**config.mk**
```make
export PLATFORM = sky130hd
export DESIGN_NAME = pipa_moding_sim
export DESIGN_NICKNAME = d
export VERILOG_FILES = /design/src/rtl/pipa_moding_sim.sv
export SDC_FILE = /design/constraint.sdc
export NUM_CORES = 1
export LEC_CHECK = 0
export CELL_PAD_IN_SITES_DETAIL_PLACEMENT = 1
export CELL_PAD_IN_SITES_GLOBAL_PLACEMENT = 1
export CORE_AREA = 2 2 93 131
export DETAILED_ROUTE_END_ITERATION = 7
export DIE_AREA = 0 0 95 133
export GPL_ROUTABILITY_DRIVEN = 0
export MAX_ROUTING_LAYER = met4
export PLACE_DENSITY = 0.94
export SLEW_MARGIN = 20
export SYNTH_ARGS = -nofsm -noshare
export SYNTH_HDL_FRONTEND = slang
export SYNTH_SLANG_ARGS = --single-unit
```
**constraint.sdc**
```tcl
create_clock -name clk -period 5.8 [get_ports clk]
set_input_delay 1.16 -clock clk [delete_from_list [all_inputs] [get_ports clk]]
set_output_delay 1.16 -clock clk [all_outputs]
set_load 0.1 [all_outputs]
```
**src/rtl/pipa_moding_sim.sv**
```systemverilog
`default_nettype none
// ============================================================================
//  Module      : pipa_moding_sim
//  Description : Multi-channel PIPA moding simulator. It splits the AGC PIPDAT
//                pulse stream into per-axis plus/minus pulses using a
//                programmable plus count per moding frame. It also provides
//                per-channel enables, frame-boundary config shadowing and
//                saturating signed net-pulse accumulators.
//  Revision    : 1.0 - initial release
// ============================================================================
module pipa_moding_sim #(
    parameter int CHANNELS = 3,
    parameter int FRAME    = 6,
    parameter int CW       = 4,
    parameter int AW       = 16
) (
    input  logic                   clk,
    input  logic                   rst_n,
    input  logic                   pipasw,
    input  logic                   pipdat,
    input  logic [CHANNELS-1:0]    enable,
    input  logic [CHANNELS*CW-1:0] plus_cnt,
    input  logic                   acc_clear,
    output logic [CHANNELS-1:0]    pipa_p,
    output logic [CHANNELS-1:0]    pipa_m,
    output logic [CW-1:0]          frame_pos,
    output logic                   frame_strobe,
    output logic [CHANNELS*AW-1:0] acc
);

    localparam logic [CW-1:0]        C_LAST  = CW'(FRAME - 1);
    localparam logic [CW-1:0]        C_FRAME = CW'(FRAME);
    localparam logic [CW-1:0]        C_HALF  = CW'(FRAME / 2);
    // Symmetric saturation limits: +(2^(AW-1)-1) and its negation.
    localparam logic signed [AW-1:0] C_MAX   = {1'b0, {(AW-1){1'b1}}};
    localparam logic signed [AW-1:0] C_MIN   = {1'b1, {(AW-2){1'b0}}, 1'b1};

    logic          pipasw_prev_q;
    logic          pipdat_prev_q;
    logic [CW-1:0] frame_pos_q;
    logic [CW-1:0] frame_pos_d;
    logic          frame_strobe_q;
    logic          frame_strobe_d;

    logic          w_sw_rise;
    logic          w_dat_rise;
    logic          w_wrap;
    logic [CHANNELS-1:0] w_plus_mode;

    assign w_sw_rise  = pipasw & ~pipasw_prev_q;
    assign w_dat_rise = pipdat & ~pipdat_prev_q;
    assign w_wrap     = w_sw_rise & (frame_pos_q == C_LAST);

    // Edge-detect history for PIPASW and PIPDAT.
    always_ff @(posedge clk or negedge rst_n) begin
        if (!rst_n) begin
            pipasw_prev_q <= 1'b0;
            pipdat_prev_q <= 1'b0;
        end else begin
            pipasw_prev_q <= pipasw;
            pipdat_prev_q <= pipdat;
        end
    end

    // Frame position advances on each PIPASW rising edge and wraps after FRAME-1.
    always_comb begin
        frame_pos_d    = frame_pos_q;
        frame_strobe_d = w_wrap;
        if (w_sw_rise) begin
            if (w_wrap) frame_pos_d = '0;
            else        frame_pos_d = frame_pos_q + 1'b1;
        end
    end

    // Frame counter and wrap strobe registers.
    always_ff @(posedge clk or negedge rst_n) begin
        if (!rst_n) begin
            frame_pos_q    <= '0;
            frame_strobe_q <= 1'b0;
        end else begin
            frame_pos_q    <= frame_pos_d;
            frame_strobe_q <= frame_strobe_d;
        end
    end

    assign frame_pos    = frame_pos_q;
    assign frame_strobe = frame_strobe_q;

    generate
        for (genvar c = 0; c < CHANNELS; c++) begin : g_ch
            logic [CW-1:0]        active_q;
            logic [CW-1:0]        active_d;
            logic [CW-1:0]        w_req;
            logic signed [AW-1:0] acc_q;
            logic signed [AW-1:0] acc_d;

            assign w_req          = plus_cnt[c*CW +: CW];
            // The mode comes from registered state only, so a count landing on
            // a PIPASW edge uses the pre-advance position.
            assign w_plus_mode[c] = (frame_pos_q < active_q);

            // Shadow the requested plus count at the frame wrap, clamped to FRAME.
            always_comb begin
                active_d = active_q;
                if (w_wrap) begin
                    active_d = (w_req > C_FRAME) ? C_FRAME : w_req;
                end
            end

            // Active plus count register; resets to the legacy half/half split.
            always_ff @(posedge clk or negedge rst_n) begin
                if (!rst_n) active_q <= C_HALF;
                else        active_q <= active_d;
            end

            // Saturating net-pulse counter; clear has priority over counting.
            always_comb begin
                acc_d = acc_q;
                if (acc_clear) begin
                    acc_d = '0;
                end else if (w_dat_rise && enable[c]) begin
                    if (w_plus_mode[c]) begin
                        if (acc_q != C_MAX) acc_d = acc_q + AW'(1);
                    end else begin
                        if (acc_q != C_MIN) acc_d = acc_q - AW'(1);
                    end
                end
            end

            // Accumulator register.
            always_ff @(posedge clk or negedge rst_n) begin
                if (!rst_n) acc_q <= '0;
                else        acc_q <= acc_d;
            end

            assign acc[c*AW +: AW] = acc_q;
            assign pipa_p[c]       = pipdat & enable[c] &  w_plus_mode[c];
            assign pipa_m[c]       = pipdat & enable[c] & ~w_plus_mode[c];
        end
    endgenerate

endmodule
`default_nettype wire
```
==> impl_results.md <==
- Final setup vio count: 0
- Filler cells: 1310
- Clk slew on worst S/H paths: 0.06 ns
- Worst-path cell with the longest stage delay: clkdlybuf4s50_1
- Top Usage Layer GRT: met2
- Largest net degree at the start of global routing: 68
- ANT cells: 0
- Reg-to-Reg End: g_ch[2].acc_q[15]$_DFFE_PN0P_
- IO buf count: 78
- Share of cells above drive strength 1: 7.28%
- Setup TNS: 0 ns
- CP Class: reg -> out
- Post-route cell area: 0.00642 mm^2
- Die height: 133 um
- Worst skew pair latency: about 0.34 ns
- # rows: 47
- Area leader, netlist: dfrtp_1
- Routed vias: ~4800
- Max Root-Sink Buffers: 2
- Initial antenna violation count: 0
- First-pass GRT wire length: 27.0 mm
- Worst Path Arrival: 3.59 ns
- Avg Vias per Cell: 6.22
- Yosys warns: 0
- H-tree depth: 3
- Final wirelength: roughly 17 mm
- GR Util met2: 48.8%
- # clock sinks: 67
- Critical path, cell by cell: inv_1, ha_1, a21o_1, a21o_1, a21oi_2, inv_1, nor2_1, clkdlybuf4s50_1
- Netlist Area Pre-Place: 0.00517 mm^2
- CORE AREA: 0.0116 mm^2
- Hold Path End: g_ch[1].active_q[1]$_DFFE_PN1P_
- Clock Skew: 0.00573 ns
- Hold WC Path Type: reg -> reg
- Worst-path maximum fanout: 18
- Unique masters post-synth: 68
- GRT Overall Usage: 28.1%
- PD cells: 487 mW/mm^2
- CTS tree: built
- Die ar.: around 0.013 mm^2
- Unrepaired setup endpoints after global routing: no
- Net count, final: roughly 700
- Hold Crit Depth: 2
- Antenna-violating nets left: 0
- Max-slew headroom: 28.3%
- Syn Area/Cell: around 9.7 um^2
- Top cell type's share of synthesized area: 29.5%
- Pin slew with the least headroom to its limit: 1.07 ns
- Setup Fix Bufs, Post-CTS: 0
- Cell with the most instances after synthesis: dfrtp_1
- Post-synth EDFFs: 0
- Reg-to-reg startpoint: g_ch[2].active_q[1]$_DFFE_PN1P_
- TritonCTS buffer count: 9
- Max cap viols: 0
- Sw Share: 50.2%
- Die Wd: ~95 um
- Outcome: finished, final reports clean
- Synth async-reset ratio: between 90% and 100%
- Critical Path Start Type: flop
- Largest cells by area after synthesis: dfrtp_1 30%, ha_1 14%, a22o_1 5.9%
- WHS: 0.484 ns
- Starting Density: 44.6%
- Peak VDD IR: approximately 0.2 mV
- Sw Pwr: between 1.5 and 2 mW
- Top FF cell, synth: dfrtp_1
- Register area share after synthesis: between 30 and 40%
- Met1 usage: 31.9%
- Commonest cells in the synthesized netlist: 61 x dfrtp_1, 59 x ha_1, 35 x a21oi_1, 35 x a22o_1, 34 x nand2_1
- CTS root buf: clkbuf_16
- Syn-to-layout area delta: 24.3%
- Worst reg2reg setup slack: 1.67 ns
- Fin util: between 50% and 60%
- Grt total ovfl: 0
- Max Transition Viols Final: 0
- Final Cycle Share: 81.9%
- Total power draw: approximately 3.1 mW
- Setup crit end kind: output pin
- Hold Fails Final Rpt: 0
- Post-DP Area: 0.00609 mm^2
- Leakage: around 3.2 nW
- WL/cell: ~22 um
- I/O Pins: 79
- Reg2Reg Depth: 14
- Vias in the first global route: 5290
- Seq cells post-synth: 67
- TritonRoute pass-1 iters: 4
- Combinational Power Share: 59.0%
- Max frequency: 0.210 GHz
- # hold bufs at CTS: 0
- Residual DRC: 0
- Initial drt markers: between 200 and 250
- Routing usage on met3: 4.33%
- HPWL Detailed: between 10 and 15 mm
- CP required: approximately 4.6 ns
- Worst path max stage delay: 1.15 ns
- Flop pwr share: roughly a fifth
- Gate Count Post-Synth: around 530
- Tmin final: 4.75 ns
- Clock share of power: 19.7%
- Cell-internal power: around 1.6 mW
- Syn_nets: 615
- Hold path start: g_ch[1].active_q[1]$_DFFE_PN1P_
- PostCTS Resize Cnt: 0
[metal layers]
metal / share of wire (%) / up-vias / routed length [um]
met1: 41 / 2408 / 6800
met2: 52 / 130 / 8660
met5: 0 / - / 0
li1: - / 2175 / -
met4: 3.3 / 0 / 554
met3: 3.8 / 45 / 636
[kinds of logic (layout without fill, tap and decap cells)]
group,count (synthesis),after routing,share of synthesized area [%]
multiplexers,10,10,2.08
adder cells (fa/ha/maj),62,62,15.5
AND/OR/NAND/NOR,155,155,16.4
XOR/XNOR,37,37,6.27
AO/OA/AOI/OAI,167,167,24.4
flip-flops,67,67,32.6
buffers and inverters,35,120,2.79
[registers in the layout (all words and copies together) (netlist names)]
signal,count
frame_pos,4
frame_strobe,1
g_ch.acc_q,48
g_ch.active_q,12
pipasw_prev_q,1
pipdat_prev_q,1
[through the flow]
step / setup WS (ns) / instances
finish: 1.05 / 765
global route: 0.945 / 765
CTS: 1.05 / 765
detailed placement: 1.36 / 749
global placement: 1.42 / 749
floorplan: 1.13 / 533
[placed cells by master, fill, tap and decap left out, types with 10 or more instances in the layout]
cell and count:
nand3_1 11, a22o_1 35, inv_1 22, nand4_1 14
a21oi_1 35, a21o_1 23, nor4_1 10, xor2_1 16
nand2_1 34, nor2_1 26, xnor2_1 21, o21ai_0 13
dfrtp_1 61, nor3_1 12, ha_1 59, clkdlybuf4s50_1 77
[worst max path at each step]
stage | from | to | slack, ns | cells past startpoint
2_1_floorplan | frame_pos[1]$_DFFE_PN0P_ | pipa_p[2] | 1.13 | 6
3_3_place_gp | pipdat | pipa_m[0] | 1.42 | 4
3_5_place_dp | pipdat | pipa_m[0] | 1.36 | 4
4_1_cts | g_ch[2].active_q[1]$_DFFE_PN1P_ | pipa_p[2] | 1.05 | 8
5_1_grt | g_ch[2].active_q[1]$_DFFE_PN1P_ | pipa_p[2] | 0.94 | 8
6_report | g_ch[2].active_q[1]$_DFFE_PN1P_ | pipa_p[2] | 1.05 | 8
[layout make-up]
| class | instances | area, um^2 | area share, % |
|---|---|---|---|
| well taps | 147 | 184 | 2.86 |
| clock inverters | 4 | 72.6 | 1.13 |
| inverters | 24 | 90.1 | 1.40 |
| multi-input cells | 431 | 3340 | 52.1 |
| repair buffers | 80 | 791 | 12.3 |
| flip-flops and latches | 67 | 1680 | 26.2 |
| clock buffers | 12 | 256 | 4.00 |
[power by group through the flow]
stage / Sequential [mW] / Clock, mW / Combinational (mW)
6_report: 0.665 / 0.614 / 1.84
5_1_grt: 0.677 / 0.633 / 1.99
4_1_cts: 0.663 / 0.616 / 1.84
3_5_place_dp: 0.668 / 0 / 1.81
3_3_place_gp: 0.656 / 0 / 1.68
2_1_floorplan: 0.956 / 0 / 1.06
[worst max-delay path: cells and delay by family (launching register included)]
family / cells / cell delay, ns
buffers and inverters: 3 / 1.59
AOI/OAI and AO/OA: 3 / 0.66
DFF: 1 / 0.52
adders and majority gates: 1 / 0.26
and+or+nand+nor: 1 / 0.21
Note: power is estimated with default switching activity, not from simulation.
